===== src/rtl/request_serializer_pkg.sv =====
// Shared types and derivation helpers for the request serializer.
package request_serializer_pkg;

    // Serializer FSM: IDLE waits for a request, SEND walks its beats out.
    typedef enum logic {
        StIdle = 1'b0,
        StSend = 1'b1
    } state_e;

    // Number of beats per request; 0 flags an unusable width pair.
    function automatic int unsigned calc_num_beats(input int unsigned req_width,
                                                   input int unsigned beat_width);
        if (beat_width == 0) begin
            return 0;
        end
        return req_width / beat_width;
    endfunction

    // Beat counter width, never narrower than one bit.
    function automatic int unsigned calc_num_beats_log2(input int unsigned num_beats);
        if (num_beats <= 2) begin
            return 1;
        end
        return $clog2(num_beats);
    endfunction

endpackage


===== src/rtl/request_serializer.sv =====
// Splits one wide arbitrated request into NUM_BEATS narrow beats, LSB beat first.
module request_serializer
    import request_serializer_pkg::*;
#(
    parameter int unsigned SINGLE_REQUEST_WIDTH_IN_BITS = 64,
    parameter int unsigned BEAT_WIDTH_IN_BITS           = 16,
    localparam int unsigned NUM_BEATS      =
        calc_num_beats(SINGLE_REQUEST_WIDTH_IN_BITS, BEAT_WIDTH_IN_BITS),
    localparam int unsigned NUM_BEATS_LOG2 = calc_num_beats_log2(NUM_BEATS)
) (
    input  logic                                    clk_in,
    input  logic                                    reset_in,
    input  logic [SINGLE_REQUEST_WIDTH_IN_BITS-1:0] request_in,
    input  logic                                    request_valid_in,
    output logic                                    issue_ack_out,
    output logic [BEAT_WIDTH_IN_BITS-1:0]           beat_out,
    output logic                                    beat_valid_out,
    output logic                                    beat_last_out,
    output logic [NUM_BEATS_LOG2-1:0]               beat_index_out,
    input  logic                                    issue_ack_in,
    output logic                                    busy_out
);

    localparam logic [NUM_BEATS_LOG2-1:0] LAST_INDEX = NUM_BEATS_LOG2'(NUM_BEATS - 1);

    // Reject width pairs that cannot be split into whole beats.
    if (BEAT_WIDTH_IN_BITS == 0 ||
        BEAT_WIDTH_IN_BITS > SINGLE_REQUEST_WIDTH_IN_BITS ||
        (SINGLE_REQUEST_WIDTH_IN_BITS % BEAT_WIDTH_IN_BITS) != 0) begin : g_bad_width
        $error("request_serializer: request width must be a whole multiple of beat width");
    end

    state_e                                  state_q, state_d;
    logic [SINGLE_REQUEST_WIDTH_IN_BITS-1:0] shift_q, shift_d;
    logic [NUM_BEATS_LOG2-1:0]               count_q, count_d;
    logic                                    last_q, last_d;

    // Accept a new request when idle, or in the same edge the final beat drains.
    always_comb begin
        issue_ack_out = 1'b0;
        if (!reset_in) begin
            issue_ack_out = (state_q == StIdle) ||
                            ((state_q == StSend) && last_q && issue_ack_in);
        end
    end

    // Next-state logic: load, shift, or drain back to idle.
    always_comb begin
        state_d = state_q;
        shift_d = shift_q;
        count_d = count_q;
        unique case (state_q)
            StIdle: begin
                if (request_valid_in) begin
                    shift_d = request_in;
                    count_d = '0;
                    state_d = StSend;
                end
            end
            StSend: begin
                if (issue_ack_in) begin
                    if (!last_q) begin
                        shift_d = shift_q >> BEAT_WIDTH_IN_BITS;
                        count_d = count_q + 1'b1;
                    end else if (request_valid_in) begin
                        shift_d = request_in;
                        count_d = '0;
                    end else begin
                        shift_d = '0;
                        count_d = '0;
                        state_d = StIdle;
                    end
                end
            end
            default: state_d = StIdle;
        endcase
        // Registered so beat_last_out comes straight off a flop.
        last_d = (state_d == StSend) && (count_d == LAST_INDEX);
    end

    // State registers with synchronous reset discarding any held request.
    always_ff @(posedge clk_in) begin
        if (reset_in) begin
            state_q <= StIdle;
            shift_q <= '0;
            count_q <= '0;
            last_q  <= 1'b0;
        end else begin
            state_q <= state_d;
            shift_q <= shift_d;
            count_q <= count_d;
            last_q  <= last_d;
        end
    end

    assign beat_out       = shift_q[BEAT_WIDTH_IN_BITS-1:0];
    assign beat_valid_out = (state_q == StSend);
    assign beat_last_out  = last_q;
    assign beat_index_out = count_q;
    assign busy_out       = (state_q == StSend);

endmodule

===== config.mk =====
export PLATFORM = sky130hd
export DESIGN_NAME = request_serializer
export DESIGN_NICKNAME = d
export VERILOG_FILES = /design/src/rtl/request_serializer_pkg.sv /design/src/rtl/request_serializer.sv
export SDC_FILE = /design/constraint.sdc
export NUM_CORES = 1
export LEC_CHECK = 0
export CAP_MARGIN = 20
export CORE_MARGIN = 5
export CORE_UTILIZATION = 45
export CTS_CLUSTER_SIZE = 10
export DETAILED_ROUTE_END_ITERATION = 12
export PLACE_DENSITY_LB_ADDON = 0.08
export SLEW_MARGIN = 40
export SYNTH_ARGS = -nofsm -noshare
export SYNTH_HDL_FRONTEND = slang
export SYNTH_SLANG_ARGS = --single-unit

===== constraint.sdc =====
create_clock -name clk_in -period 5.1 [get_ports clk_in]
set_clock_uncertainty 0.15 [all_clocks]
set_input_delay 1.02 -clock clk_in [delete_from_list [all_inputs] [get_ports clk_in]]
set_output_delay 1.02 -clock clk_in [all_outputs]
set_load 0.005 [all_outputs]

==> flow_summary_export.csv <==
group,metric,value,unit
worst_setup_path,cp_cell_sequence,"clkdlybuf4s50_1, a21boi_0, nor2_1, clkdlybuf4s50_1",
clocking,cts_buffers,9,
worst_setup_path,critical_path.max_fanout,8,
hold_path,timing.hold.worst.start,"shift_q[55]$_SDFFE_PP0P_",
timing,post-route-period-util,71.6,%
place,pre_cts_slack,1.45,ns
timing,timing.final.ws_setup,1.45,ns
worst_setup_path,crit-reg2reg-launch,"beat_last_out$_SDFF_PP0_",
grt,first_global_vias,2786,
clocking,cts_post_setup_buffers_inserted,0,
drt,vias,2863,
synth,yosys_warnings,0,
clocking,cts_htree_levels,3,
grt,maximum_number_of_pins_on_one_net_before_global_route_repair,69,
place,hpwl,5310,um
drt,detailedRoute.firstIterationViolations,203,
synth,synth.lib_cells_used.distinct,26,
place,gp_congestion,0.759,
synth,synth.ff_latch_count,68,
timing,grt_setup_unrepaired,"no",
clocking,post_cts_resized,0,
clocking,worst_setup_hold_path_clk_slew,0.07,ns
worst_setup_path,criticalPathCategory,"input pin to primary output",
drt,drt_pass1_iterations,4,
hold_path,min_path_type,"flip-flop to flip-flop",
timing,report.final.setup_viol,0,
timing,hold_violations,0,
worst_setup_path,cp_slowest_stage_delay,0.64,ns
synth,synth.avg_cell_area,9.13,um2
floorplan,top_level_ports,90,
worst_setup_path,setup.worst_path.end_class,"primary output",
pwr,power,1330,uW
worst_setup_path,setup.worst_path.start,"issue_ack_in",
timing,min_period,3.65,ns
drt,routed_via_count_divided_by_cell_count,5.47,
floorplan,floorplan.die.width,96.9,um
synth,synthesized_instance_count,372,
floorplan,floorplan.rows,31,
worst_setup_path,cell_family_contributing_the_most_delay_on_the_critical_path,"buffers and inverters",
worst_setup_path,required,3.93,ns
floorplan,initial_core_util,46.6,%
worst_setup_path,reg2reg_slack,2.63,ns
drt,finalWirelength,8540,um
clocking,cts-root-to-sink-buffers,2,
timing,worst_slew_margin_rel,44.9,%
drt,detail-route-antenna-nets,0,
finish,layout-drive-gt1-share,10.4,%
clocking,clock_tree_from_tritoncts,"done",
clocking,cts.hold.buffers_added,0,
drt,drcViolationCount,0,
status,result_of_the_run,"completed",
finish,antennaDiodeCount,0,
synth,postSynth.asyncResetShare,0,%
pwr,vdd.ir_drop.worst,0.143,mV
synth,syn-num-nets,440,
floorplan,dieArea,0.00939,mm2
clocking,clkSinkCount,68,
pwr,p_leak,0.00171,uW
finish,finalCoreUtilization,59.5,%
finish,final_nets,487,
grt,gr-usage-all-layers,17.7,%
timing,setup_total_negative_slack,0,ns
timing,worst_pin_slew,0.824,ns
run,max-cap-violations,0,
synth,ys_dominant_reg_cell,"sky130_fd_sc_hd__dfxtp_1",
worst_setup_path,critical_path.slowest_cell,"sky130_fd_sc_hd__clkdlybuf4s50_1",
clocking,clockRootBuffer,"sky130_fd_sc_hd__clkbuf_8",
grt,grt_pass1_wl,14200,um
floorplan,fp.coreArea,0.00729,mm2
worst_setup_path,critical_path.most_common_cell,"sky130_fd_sc_hd__clkdlybuf4s50_1",
synth,post_synth_instance_area,0.00340,mm2
grt,grt-ovfl-total,0,
place,port_buffers,89,
worst_setup_path,critical_path_buf_inv_count,2,
drt,route.detailed.wl_per_inst,16.3,um
synth,seq_area_frac_synth,40.1,%
floorplan,die_height,96.9,um
timing,final_max_slew_viol_count,0,
worst_setup_path,worst_ep_arrival_time,2.48,ns
clocking,clock_insertion_delay_at_the_later_pin_of_the_skew_report,0.33,ns
worst_setup_path,cp-start-kind,"input pin",
pwr,powerDensity,306,mW/mm2
grt,initial_antenna_violation_count,0,
synth,number_of_enable_flip_flop_cells_after_synthesis,0,
finish,area_growth_syn_to_layout,27.6,%
timing,max_freq,274,MHz
report_power, final:
part / leakage, uW / switching, uW / internal (uW) / total (uW)
combinational: 0.00104 / 105 / 138 / 242
sequential: 0.000563 / 24.3 / 574 / 599
clock: 0.000113 / 199 / 287 / 486
total: 0.00171 / 328 / 999 / 1330
stage by stage:
stage          hold WS, ns  instances  instance area [um2]
2_1_floorplan        0.296        372                 3400
3_3_place_gp         0.310        507                 4110
5_1_grt              0.354        523                 4340
6_report             0.337        523                 4340
3_5_place_dp         0.316        507                 4120
4_1_cts              0.335        523                 4340
final timing paths:
| path | to | cells past startpoint |
|---|---|---|
| max | issue_ack_out | 4 |
| min | shift_q[55]$_SDFFE_PP0P_ | 2 |
| max reg2reg | shift_q[4]$_SDFFE_PP0P_ | 4 |
| min reg2reg | shift_q[55]$_SDFFE_PP0P_ | 2 |
cell type report:
cell class	count	area, um2
fillers	688	2960
multi-input cells	198	1530
flip-flops and latches	68	1360
repair buffers	93	916
inverters	49	184
clock buffers	11	141
well taps	99	124
clock inverters	5	75.1
synth_stat cells (2+ instances only):
| library cell | number | area, um2 |
|---|---|---|
| sky130_fd_sc_hd__a21oi_1 | 2 | 10.0 |
| sky130_fd_sc_hd__dfxtp_1 | 68 | 1360 |
| sky130_fd_sc_hd__mux2i_1 | 2 | 20.0 |
| sky130_fd_sc_hd__nor2b_1 | 48 | 300 |
| sky130_fd_sc_hd__buf_2 | 11 | 55.1 |
| sky130_fd_sc_hd__buf_4 | 18 | 135 |
| sky130_fd_sc_hd__a211oi_1 | 29 | 218 |
| sky130_fd_sc_hd__buf_6 | 4 | 45.0 |
| sky130_fd_sc_hd__a32oi_1 | 16 | 140 |
| sky130_fd_sc_hd__a211oi_2 | 20 | 250 |
| sky130_fd_sc_hd__o21ai_0 | 2 | 10.0 |
| sky130_fd_sc_hd__clkbuf_1 | 22 | 82.6 |
| sky130_fd_sc_hd__nor2_1 | 21 | 78.8 |
| sky130_fd_sc_hd__inv_1 | 49 | 184 |
| sky130_fd_sc_hd__o32ai_1 | 48 | 420 |
| sky130_fd_sc_hd__buf_1 | 2 | 7.51 |
cells by family after synthesis:
kind of cell | after synthesis | share of synthesized area (%)
and+or+nand+nor | 76 | 12.6
buffers and inverters | 106 | 15.0
DFF | 68 | 40.1
AOI/OAI and AO/OA | 119 | 31.4
muxes | 3 | 0.921
metal layers:
metal / vias up / part of all wire (%) / GRT usage [%]
met5: - / 0 / 0
met4: 0 / 0.54 / 5.18
met3: 5 / 6.0 / 4.17
met2: 88 / 47 / 26.8
met1: 1353 / 46 / 25.0
li1: 1417 / - / -
tightest hold or removal path, cell delays in order (launching register included):
cell                      delay, ns
sky130_fd_sc_hd__dfxtp_1       0.33
sky130_fd_sc_hd__a32oi_1       0.05
sky130_fd_sc_hd__nor2_1        0.07
state kept, by name, indices dropped and copies added, names as in the netlist:
signal,count
beat_index_out,2
shift_q,64
beat_last_out,1
beat_valid_out,1
cell usage in the layout, fill, tap and decap left out:
cell type | netlist | routed
sky130_fd_sc_hd__a211oi_1 | 29 | 29
sky130_fd_sc_hd__a211oi_2 | 20 | 20
sky130_fd_sc_hd__a21bo_1 | 1 | 1
sky130_fd_sc_hd__a21boi_0 | 1 | 1
sky130_fd_sc_hd__a21oi_1 | 2 | 2
sky130_fd_sc_hd__a32oi_1 | 16 | 16
sky130_fd_sc_hd__and2_4 | 1 | 2
sky130_fd_sc_hd__buf_2 | 11 | 1
sky130_fd_sc_hd__buf_4 | 18 | 4
sky130_fd_sc_hd__bufinv_16 | 0 | 2
sky130_fd_sc_hd__clkbuf_1 | 22 | 1
sky130_fd_sc_hd__clkbuf_8 | 0 | 10
sky130_fd_sc_hd__clkdlybuf4s50_1 | 0 | 88
sky130_fd_sc_hd__clkinv_2 | 0 | 3
sky130_fd_sc_hd__dfxtp_1 | 68 | 67
sky130_fd_sc_hd__dfxtp_2 | 0 | 1
sky130_fd_sc_hd__inv_1 | 49 | 49
sky130_fd_sc_hd__mux2_4 | 0 | 1
sky130_fd_sc_hd__mux2i_1 | 2 | 2
sky130_fd_sc_hd__nand2_1 | 1 | 1
sky130_fd_sc_hd__nand2b_1 | 1 | 1
sky130_fd_sc_hd__nand3b_1 | 1 | 1
sky130_fd_sc_hd__nor2_1 | 21 | 21
sky130_fd_sc_hd__nor2b_1 | 48 | 48
sky130_fd_sc_hd__nor3b_1 | 1 | 1
sky130_fd_sc_hd__nor4bb_1 | 1 | 1
sky130_fd_sc_hd__o21ai_0 | 2 | 2
sky130_fd_sc_hd__o32ai_1 | 48 | 48
(Power assumes the default switching activity.)
